===== config.mk =====
export PLATFORM = sky130hd
export DESIGN_NAME = alu_arbiter
export DESIGN_NICKNAME = d
export VERILOG_FILES = /design/src/rtl/alu_arbiter.sv
export SDC_FILE = /design/constraint.sdc
export NUM_CORES = 1
export LEC_CHECK = 0
export CAP_MARGIN = 5
export CORE_ASPECT_RATIO = 0.75
export CORE_MARGIN = 10
export CORE_UTILIZATION = 50
export CTS_CLUSTER_DIAMETER = 50
export DETAILED_ROUTE_END_ITERATION = 8
export PLACE_DENSITY_LB_ADDON = 0.2
export REMOVE_ABC_BUFFERS = 1
export SETUP_SLACK_MARGIN = 0.5
export SYNTH_ARGS = -nofsm -noshare
export SYNTH_HDL_FRONTEND = slang
export SYNTH_SLANG_ARGS = --single-unit

===== constraint.sdc =====
create_clock -name clk -period 8.67 [get_ports clk]
set_input_delay 0.867 -clock clk [delete_from_list [all_inputs] [get_ports clk]]
set_output_delay 0.867 -clock clk [all_outputs]
set_load 0.05 [all_outputs]

===== src/rtl/alu_arbiter.sv =====
// Two-requester arbiter in front of a small 4-bit ALU: one operation in flight,
// round-robin or fixed-priority grant, result held until the consumer takes it.
module alu_arbiter #(
  parameter bit RR_EN = 1'b1
) (
  input  logic       clk,
  input  logic       rst,
  input  logic       req0_valid,
  input  logic [3:0] req0_a,
  input  logic [3:0] req0_b,
  input  logic [3:0] req0_op,
  output logic       req0_ready,
  input  logic       req1_valid,
  input  logic [3:0] req1_a,
  input  logic [3:0] req1_b,
  input  logic [3:0] req1_op,
  output logic       req1_ready,
  output logic       resp_valid,
  input  logic       resp_ready,
  output logic [7:0] resp_y,
  output logic       resp_id,
  output logic       resp_err
);

  typedef enum logic [1:0] {
    IDLE = 2'd0,
    EXEC = 2'd1,
    RESP = 2'd2
  } state_t;

  state_t      state_r;
  state_t      next_state_s;
  logic        last_r;
  logic        grant_s;
  logic        accept_s;
  logic [3:0]  a_r;
  logic [3:0]  b_r;
  logic [3:0]  op_r;
  logic        id_r;
  logic [7:0]  resp_y_r;
  logic        resp_id_r;
  logic        resp_err_r;
  logic        resp_valid_r;

  function automatic logic [7:0] alu_f(input logic [3:0] a, input logic [3:0] b,
                                       input logic [3:0] op);
    logic [7:0] ax;
    logic [7:0] bx;
    ax = {4'h0, a};
    bx = {4'h0, b};
    case (op)
      4'd0:    alu_f = ax + bx;
      4'd1:    alu_f = ax - bx;
      4'd2:    alu_f = ax * bx;
      4'd3:    alu_f = {4'h0, ~a};
      4'd4:    alu_f = {4'h0, a & b};
      4'd5:    alu_f = {4'h0, a | b};
      4'd6:    alu_f = {4'h0, a ^ b};
      4'd7:    alu_f = {4'h0, ~(a & b)};
      4'd8:    alu_f = {4'h0, ~(a | b)};
      4'd9:    alu_f = {4'h0, ~(a ^ b)};
      default: alu_f = 8'h00;
    endcase
  endfunction

  function automatic logic op_err_f(input logic [3:0] op);
    return (op > 4'd9);
  endfunction

  // Grant selection: contention resolved by the last-grant pointer or by fixed priority.
  always_comb begin
    grant_s = 1'b0;
    if (RR_EN && req0_valid && req1_valid) begin
      grant_s = ~last_r;
    end else if (req0_valid) begin
      grant_s = 1'b0;
    end else begin
      grant_s = 1'b1;
    end
  end

  // Ready is combinational so a request is accepted in the cycle it is presented.
  always_comb begin
    req0_ready = 1'b0;
    req1_ready = 1'b0;
    if ((state_r == IDLE) && !rst) begin
      req0_ready = req0_valid && !grant_s;
      req1_ready = req1_valid &&  grant_s;
    end else begin
      req0_ready = 1'b0;
      req1_ready = 1'b0;
    end
    accept_s = req0_ready | req1_ready;
  end

  // Next-state logic.
  always_comb begin
    next_state_s = state_r;
    case (state_r)
      IDLE: begin
        if (accept_s) begin
          next_state_s = EXEC;
        end else begin
          next_state_s = IDLE;
        end
      end
      EXEC: next_state_s = RESP;
      RESP: begin
        if (resp_ready) begin
          next_state_s = IDLE;
        end else begin
          next_state_s = RESP;
        end
      end
      default: next_state_s = IDLE;
    endcase
  end

  // State, operand capture, pointer and response registers.
  always_ff @(posedge clk) begin
    if (rst) begin
      state_r      <= IDLE;
      last_r       <= 1'b1;
      a_r          <= 4'h0;
      b_r          <= 4'h0;
      op_r         <= 4'h0;
      id_r         <= 1'b0;
      resp_y_r     <= 8'h00;
      resp_id_r    <= 1'b0;
      resp_err_r   <= 1'b0;
      resp_valid_r <= 1'b0;
    end else begin
      state_r      <= next_state_s;
      resp_valid_r <= (next_state_s == RESP);
      if (accept_s) begin
        a_r    <= grant_s ? req1_a  : req0_a;
        b_r    <= grant_s ? req1_b  : req0_b;
        op_r   <= grant_s ? req1_op : req0_op;
        id_r   <= grant_s;
        last_r <= grant_s;
      end
      // Response fields only change on the EXEC->RESP edge, so they hold while stalled.
      if (state_r == EXEC) begin
        resp_y_r   <= alu_f(a_r, b_r, op_r);
        resp_id_r  <= id_r;
        resp_err_r <= op_err_f(op_r);
      end
    end
  end

  assign resp_valid = resp_valid_r;
  assign resp_y     = resp_y_r;
  assign resp_id    = resp_id_r;
  assign resp_err   = resp_err_r;

endmodule


Word-level counts from Yosys, hierarchy flattened. Cells that the tools add are included.

$add $sub $neg: 2. Multiply operators: 1. $lt $le $gt $ge: 1. Equality and inequality tests: 12. Multiplexer cells: 11. Bitwise logic cells: 9. Reduce and logical (&&, ||, !) cells: 8.

Operator list (number): 8-bit one-hot mux with 10 select lines (1); 4-bit by 3-bit == test with 1-bit output (second input constant) (4); 4-bit NOT (4); 4-bit 2-to-1 mux (3); 4-bit by 2-bit == test with 1-bit output (second input constant) (2); 4-bit == test (second input constant) (2); 4-bit by 4-bit multiplier with 8-bit output (1); 2-bit one-hot mux with 3 select lines (1); 4-bit by 4-bit adder with 5-bit output (1); 1-bit 2-to-1 mux (5); 4-bit by 4-bit subtractor with 5-bit output (1); 4-bit AND (1); 2-bit == test (second input constant) (2); 4-bit by 1-bit == test with 1-bit output (second input constant) (1); 4-bit greater-than comparator (second input constant) (1); 1-bit logical AND (4); 4-bit zero test (1); 4-bit OR (1); 4-bit XOR (1); 2-bit by 1-bit == test with 1-bit output (second input constant) (1); 1-bit zero test (2); 2-bit zero test (1); 2-bit 2-to-1 mux (1); 1-bit NOT (1); 1-bit OR (1).

Bits in registers: 27. Output and inout bits: 13. Logic and storage cells: 54.

Longest topological paths before layout.
Depth after elaboration: 9. Depth in mapped cells: 12. Depth with buffers taken out: 12.

Worst setup path before layout. Ideal clock, no wire load.

Kind: register to register. Start: register a_r[1]. End: register resp_y_r[3] (netlist: resp_y[3]). Library setup time: 0.137 ns. Arrival: 2.819 ns. Path slack: 5.714 ns. Stages on the path, launching flop included: 12. Buffers on the path: 0. Clock period less this slack: 2.956 ns. Path through: dfxtp_1 > nand2_1 > fa_1 > inv_1 > fa_1 > inv_1 > fa_1 > nor2_1 > a21oi_1 > o22ai_1 > a211oi_1 > a221oi_2.

Cells in the longest elaborated chain, start to end: 2. Elaborated cells between the ends (all ways): 4. Those cells by class: 2 x add/sub; 1 x mul; 1 x mux.

RTL lines: start, declared (line 36) `logic [3:0] a_r;`; start signal, assigned (line 136) `a_r <= grant_s ? req1_a : req0_a;`; 4-bit by 4-bit multiplier with 8-bit output (tied with other cells) (line 54) `4'd2: alu_f = ax * bx;`; 8-bit one-hot mux with 10 select lines * (line 51) `case (op)`; end signal, assigned (line 144) `resp_y_r <= alu_f(a_r, b_r, op_r);`; end, declared (line 40) `logic [7:0] resp_y_r;`.

Mark *: on every way between the ends. The rest lies on a longest branch, timed or not. A chain may end at the register's enable or synchronous reset.

Worst setup path after layout.
Start: input req1_valid. End: output req1_ready.

Cells in the longest elaborated chain, start to end: 4.

RTL lines: start, declared (line 13) `input logic req1_valid,`; 1-bit logical AND (line 73) `if (RR_EN && req0_valid && req1_valid) begin`; 1-bit 2-to-1 mux (line 73); 1-bit logical AND * (line 88) `req1_ready = req1_valid && grant_s;`; 1-bit 2-to-1 mux * (line 86) `if ((state_r == IDLE) && !rst) begin`; end, declared (line 17) `output logic req1_ready,`.

Marked as above.

==> impl_metrics.csv <==
group,metric,value,unit
clock_network,clk-insertion-delay-late,0.28,ns
clock_network,cts_hold_buffers,0,
clock_network,cts_sinks,27,
floorplan,floorplan.initialDensity,51.6,%
setup_path,crit_start_category,"primary input",
final_layout,layout_cell_share_with_drive_strength_beyond_1,5.50,%
outcome,outcome,"completed",
grt,grt_util_all_layers,14.4,%
timing,minimum_setup_slack_in_the_final_design,4.83,ns
final_layout,num_antenna_cells,0,
routing,finalWirelength,5560,um
grt,grt_first_pass_wirelength,9640,um
final_layout,nNetsFinal,369,
floorplan,floorplan.die_area,7720,um2
clock_network,htreeDepth,1,
clock_network,ctsRootBufferMaster,"sky130_fd_sc_hd__clkbuf_8",
grt,globalRouteOverflowTotal,0,
setup_path,critical_path.endpoint_type,"primary output",
timing,rsz0062_at_grt,"no",
routing,post_drt_via_cell_ratio,5.84,
hold_path,hp-class,"reg -> reg",
timing,post-route-period-util,44.3,%
timing,timing.slew.headroom,54.4,%
final_layout,area_growth_syn_to_fin,20.1,%
placed_design,gp_congestion,0.917,
routing,drt_drc_violations_left,0,
timing,min_period,3.84,ns
synth,syn-instance-count,276,
grt,largest_net_degree_at_the_start_of_global_routing,28,
routing,drt-pass1-iter-count,6,
synth,synth-main-ff-cell,"sky130_fd_sc_hd__dfxtp_1",
synth,synth_seq_area_share,23.6,%
floorplan,top_level_ports,42,
final_layout,area_of_the_multi_input_gates,1600,um2
grt,first_global_vias,2061,
synth,ys_warn_count,0,
routing,route.antenna.remaining_nets,0,
placed_design,detailed_place_hpwl,4420,um
synth,netlist_area,2290,um2
timing,maxClockFrequency,260,MHz
floorplan,floorplan.die.height,78.7,um
clock_network,cts_inserted_buffers,3,
timing,fin_hold_ws,0.460,ns
routing,vias,2138,
setup_path,data_required_time_of_the_critical_path,7.80,ns
flow_run,max_cap_viol_count,0,
timing,worst-slew-pin-transition,0.683,ns
synth,synthArstFlopShare,0,%
setup_path,path_max_fanout,15,
floorplan,rows,21,
timing,setup_viol_count_final,0,
synth,synth_seq_cells,27,
setup_path,worstPathArrival,2.98,ns
synth,netlist-cell-type-count,54,
timing,tns,0,ns
clock_network,cts.clk_slew.worst_paths,0.10,ns
synth,ys_top_cells_by_area,"sky130_fd_sc_hd__dfxtp_1 (24%), sky130_fd_sc_hd__ha_1 (13%), sky130_fd_sc_hd__a211oi_1 (6.2%), sky130_fd_sc_hd__mux2i_1 (5.7%), sky130_fd_sc_hd__nor2_1 (5.4%)",
timing,final_count_of_hold_timing_violations,0,
synth,synth_area_per_cell,8.31,um2
routing,post_drt_wl_per_cell,15.2,um
synth,synth_edf_count,0,
floorplan,core_region_area,4440,um2
pwr,design_power_total,359,uW
setup_path,timing.setup.critical_path_class,"in -> out",
final_layout,sequential_area,541,um2
pwr,vdd_ir_drop_max,0.0949,mV
synth,synth.top_cell.area_share,23.6,%
clock_network,cts_setup_buffers,0,
synth,synth_top_area_cell,"sky130_fd_sc_hd__dfxtp_1",
routing,initialDrtViolationCount,138,
grt,number_of_antenna_violations_at_the_first_check_in_global_routing,0,
timing,final.setup_skew,0.00643,ns
pwr,p_leak,1.13,nW
final_layout,final_core_util,62.0,%
clock_network,postCtsResizedCells,0,
timing,maxSlewViolCount,0,
pwr,pwr_density_cell,130,nW/um2
floorplan,dieWidth,98.2,um
placed_design,place_worst_setup_slack,4.81,ns
clock_network,clock_tree.buffer_depth,2,
placed_design,port-buffer-count,41,
final_layout,fill_cells,414,
clock_network,cts_tree,"done",
stage by stage:
stage               std cells  cell area, um2
floorplan                 263            2220
global placement          362            2710
detailed placement        362            2710
CTS                       366            2750
global route              366            2750
finish                    366            2750
where the power goes:
group | internal [mW] | switching [mW]
combinational | 0.0597 | 0.0736
clock | 0.0330 | 0.0407
sequential | 0.134 | 0.0179
total | 0.227 | 0.132
synthesized netlist by cell type (2+ instances only):
cell type,number
sky130_fd_sc_hd__nor2_1,33
sky130_fd_sc_hd__dfxtp_1,27
sky130_fd_sc_hd__ha_1,24
sky130_fd_sc_hd__nand2_1,23
sky130_fd_sc_hd__a211oi_1,19
sky130_fd_sc_hd__inv_1,19
sky130_fd_sc_hd__a21oi_1,13
sky130_fd_sc_hd__mux2i_1,13
sky130_fd_sc_hd__buf_2,8
sky130_fd_sc_hd__nor3_1,8
sky130_fd_sc_hd__o21ai_0,7
sky130_fd_sc_hd__a31oi_1,6
sky130_fd_sc_hd__fa_1,6
sky130_fd_sc_hd__a221oi_1,5
sky130_fd_sc_hd__nand3_1,5
sky130_fd_sc_hd__nor2b_1,5
sky130_fd_sc_hd__nand2b_1,4
sky130_fd_sc_hd__a21o_1,3
sky130_fd_sc_hd__and2b_1,3
sky130_fd_sc_hd__nor3b_1,3
sky130_fd_sc_hd__o22ai_1,3
sky130_fd_sc_hd__xor2_1,3
sky130_fd_sc_hd__a221oi_2,2
sky130_fd_sc_hd__buf_4,2
sky130_fd_sc_hd__clkbuf_1,2
sky130_fd_sc_hd__o21a_1,2
registers in the layout (all words and copies together), names as in the netlist:
signal and count:
op_r 4, b_r 4, resp_y 8, id_r 1, last_r 1, resp_err 1
resp_valid 1, resp_id 1, state_r 2, a_r 4
cell type report:
class | count | area share [%]
Clock buffer | 4 | 1.64
Inverter | 20 | 2.73
Multi-Input combinational cell | 216 | 58.2
Sequential cell | 27 | 19.6
Tap cell | 57 | 2.59
Timing Repair Buffer | 42 | 15.2
worst paths after layout:
kind / startpoint / cells after the start / slack [ns] / to
setup reg to reg: a_r[1] / 11 / 5.43 / resp_y[3]
hold reg to reg: resp_id / 2 / 0.46 / resp_id
setup / recovery: req1_valid / 5 / 4.83 / req1_ready
hold / removal: resp_id / 2 / 0.46 / resp_id
metal layers:
layer,up-vias,share of wire (%),GRT usage (%)
li1,1062,-,-
met1,970,47,19.1
met2,104,45,23.2
met3,2,7.8,4.02
met4,0,0.38,2.43
met5,-,0,0
cell families (layout without fill, tap and decap cells):
kind of cell | Yosys count | count (layout) | share of synthesized area (%)
buffers and inverters | 33 | 66 | 6.49
adders and majority gates | 30 | 30 | 18.3
DFF | 27 | 27 | 23.6
xor gates and xnor gates | 3 | 3 | 1.15
muxes | 14 | 14 | 6.66
and+or+nand+nor | 96 | 96 | 20.6
AOI/OAI and AO/OA | 73 | 73 | 23.2
worst max-delay path, stage by stage:
cell and delay [ns]:
sky130_fd_sc_hd__clkdlybuf4s50_1 0.53, sky130_fd_sc_hd__inv_1 0.09, sky130_fd_sc_hd__o21ai_4 0.45, sky130_fd_sc_hd__and3_1 0.24, sky130_fd_sc_hd__clkdlybuf4s50_1 0.80
cell usage in the layout, fill, tap and decap left out, types with 2 or more instances in the layout:
cell,Yosys,layout
sky130_fd_sc_hd__a21o_1,3,3
sky130_fd_sc_hd__nor2b_1,5,5
sky130_fd_sc_hd__nor2_1,33,33
sky130_fd_sc_hd__fa_1,6,6
sky130_fd_sc_hd__nand3_1,5,5
sky130_fd_sc_hd__o22ai_1,3,3
sky130_fd_sc_hd__clkbuf_8,0,3
sky130_fd_sc_hd__o21ai_0,7,7
sky130_fd_sc_hd__a31oi_1,6,6
sky130_fd_sc_hd__mux2i_1,13,13
sky130_fd_sc_hd__ha_1,24,24
sky130_fd_sc_hd__nand2_1,23,23
sky130_fd_sc_hd__a21oi_1,13,13
sky130_fd_sc_hd__nor3b_1,3,3
sky130_fd_sc_hd__a221oi_2,2,2
sky130_fd_sc_hd__nor3_1,8,8
sky130_fd_sc_hd__nand2b_1,4,4
sky130_fd_sc_hd__a211oi_1,19,19
sky130_fd_sc_hd__and2b_1,3,3
sky130_fd_sc_hd__inv_1,19,19
sky130_fd_sc_hd__dfxtp_1,27,27
sky130_fd_sc_hd__a221oi_1,5,5
sky130_fd_sc_hd__clkdlybuf4s50_1,0,41
sky130_fd_sc_hd__o21a_1,2,2
sky130_fd_sc_hd__xor2_1,3,3
No activity file was read; power rests on OpenSTA's default activity.
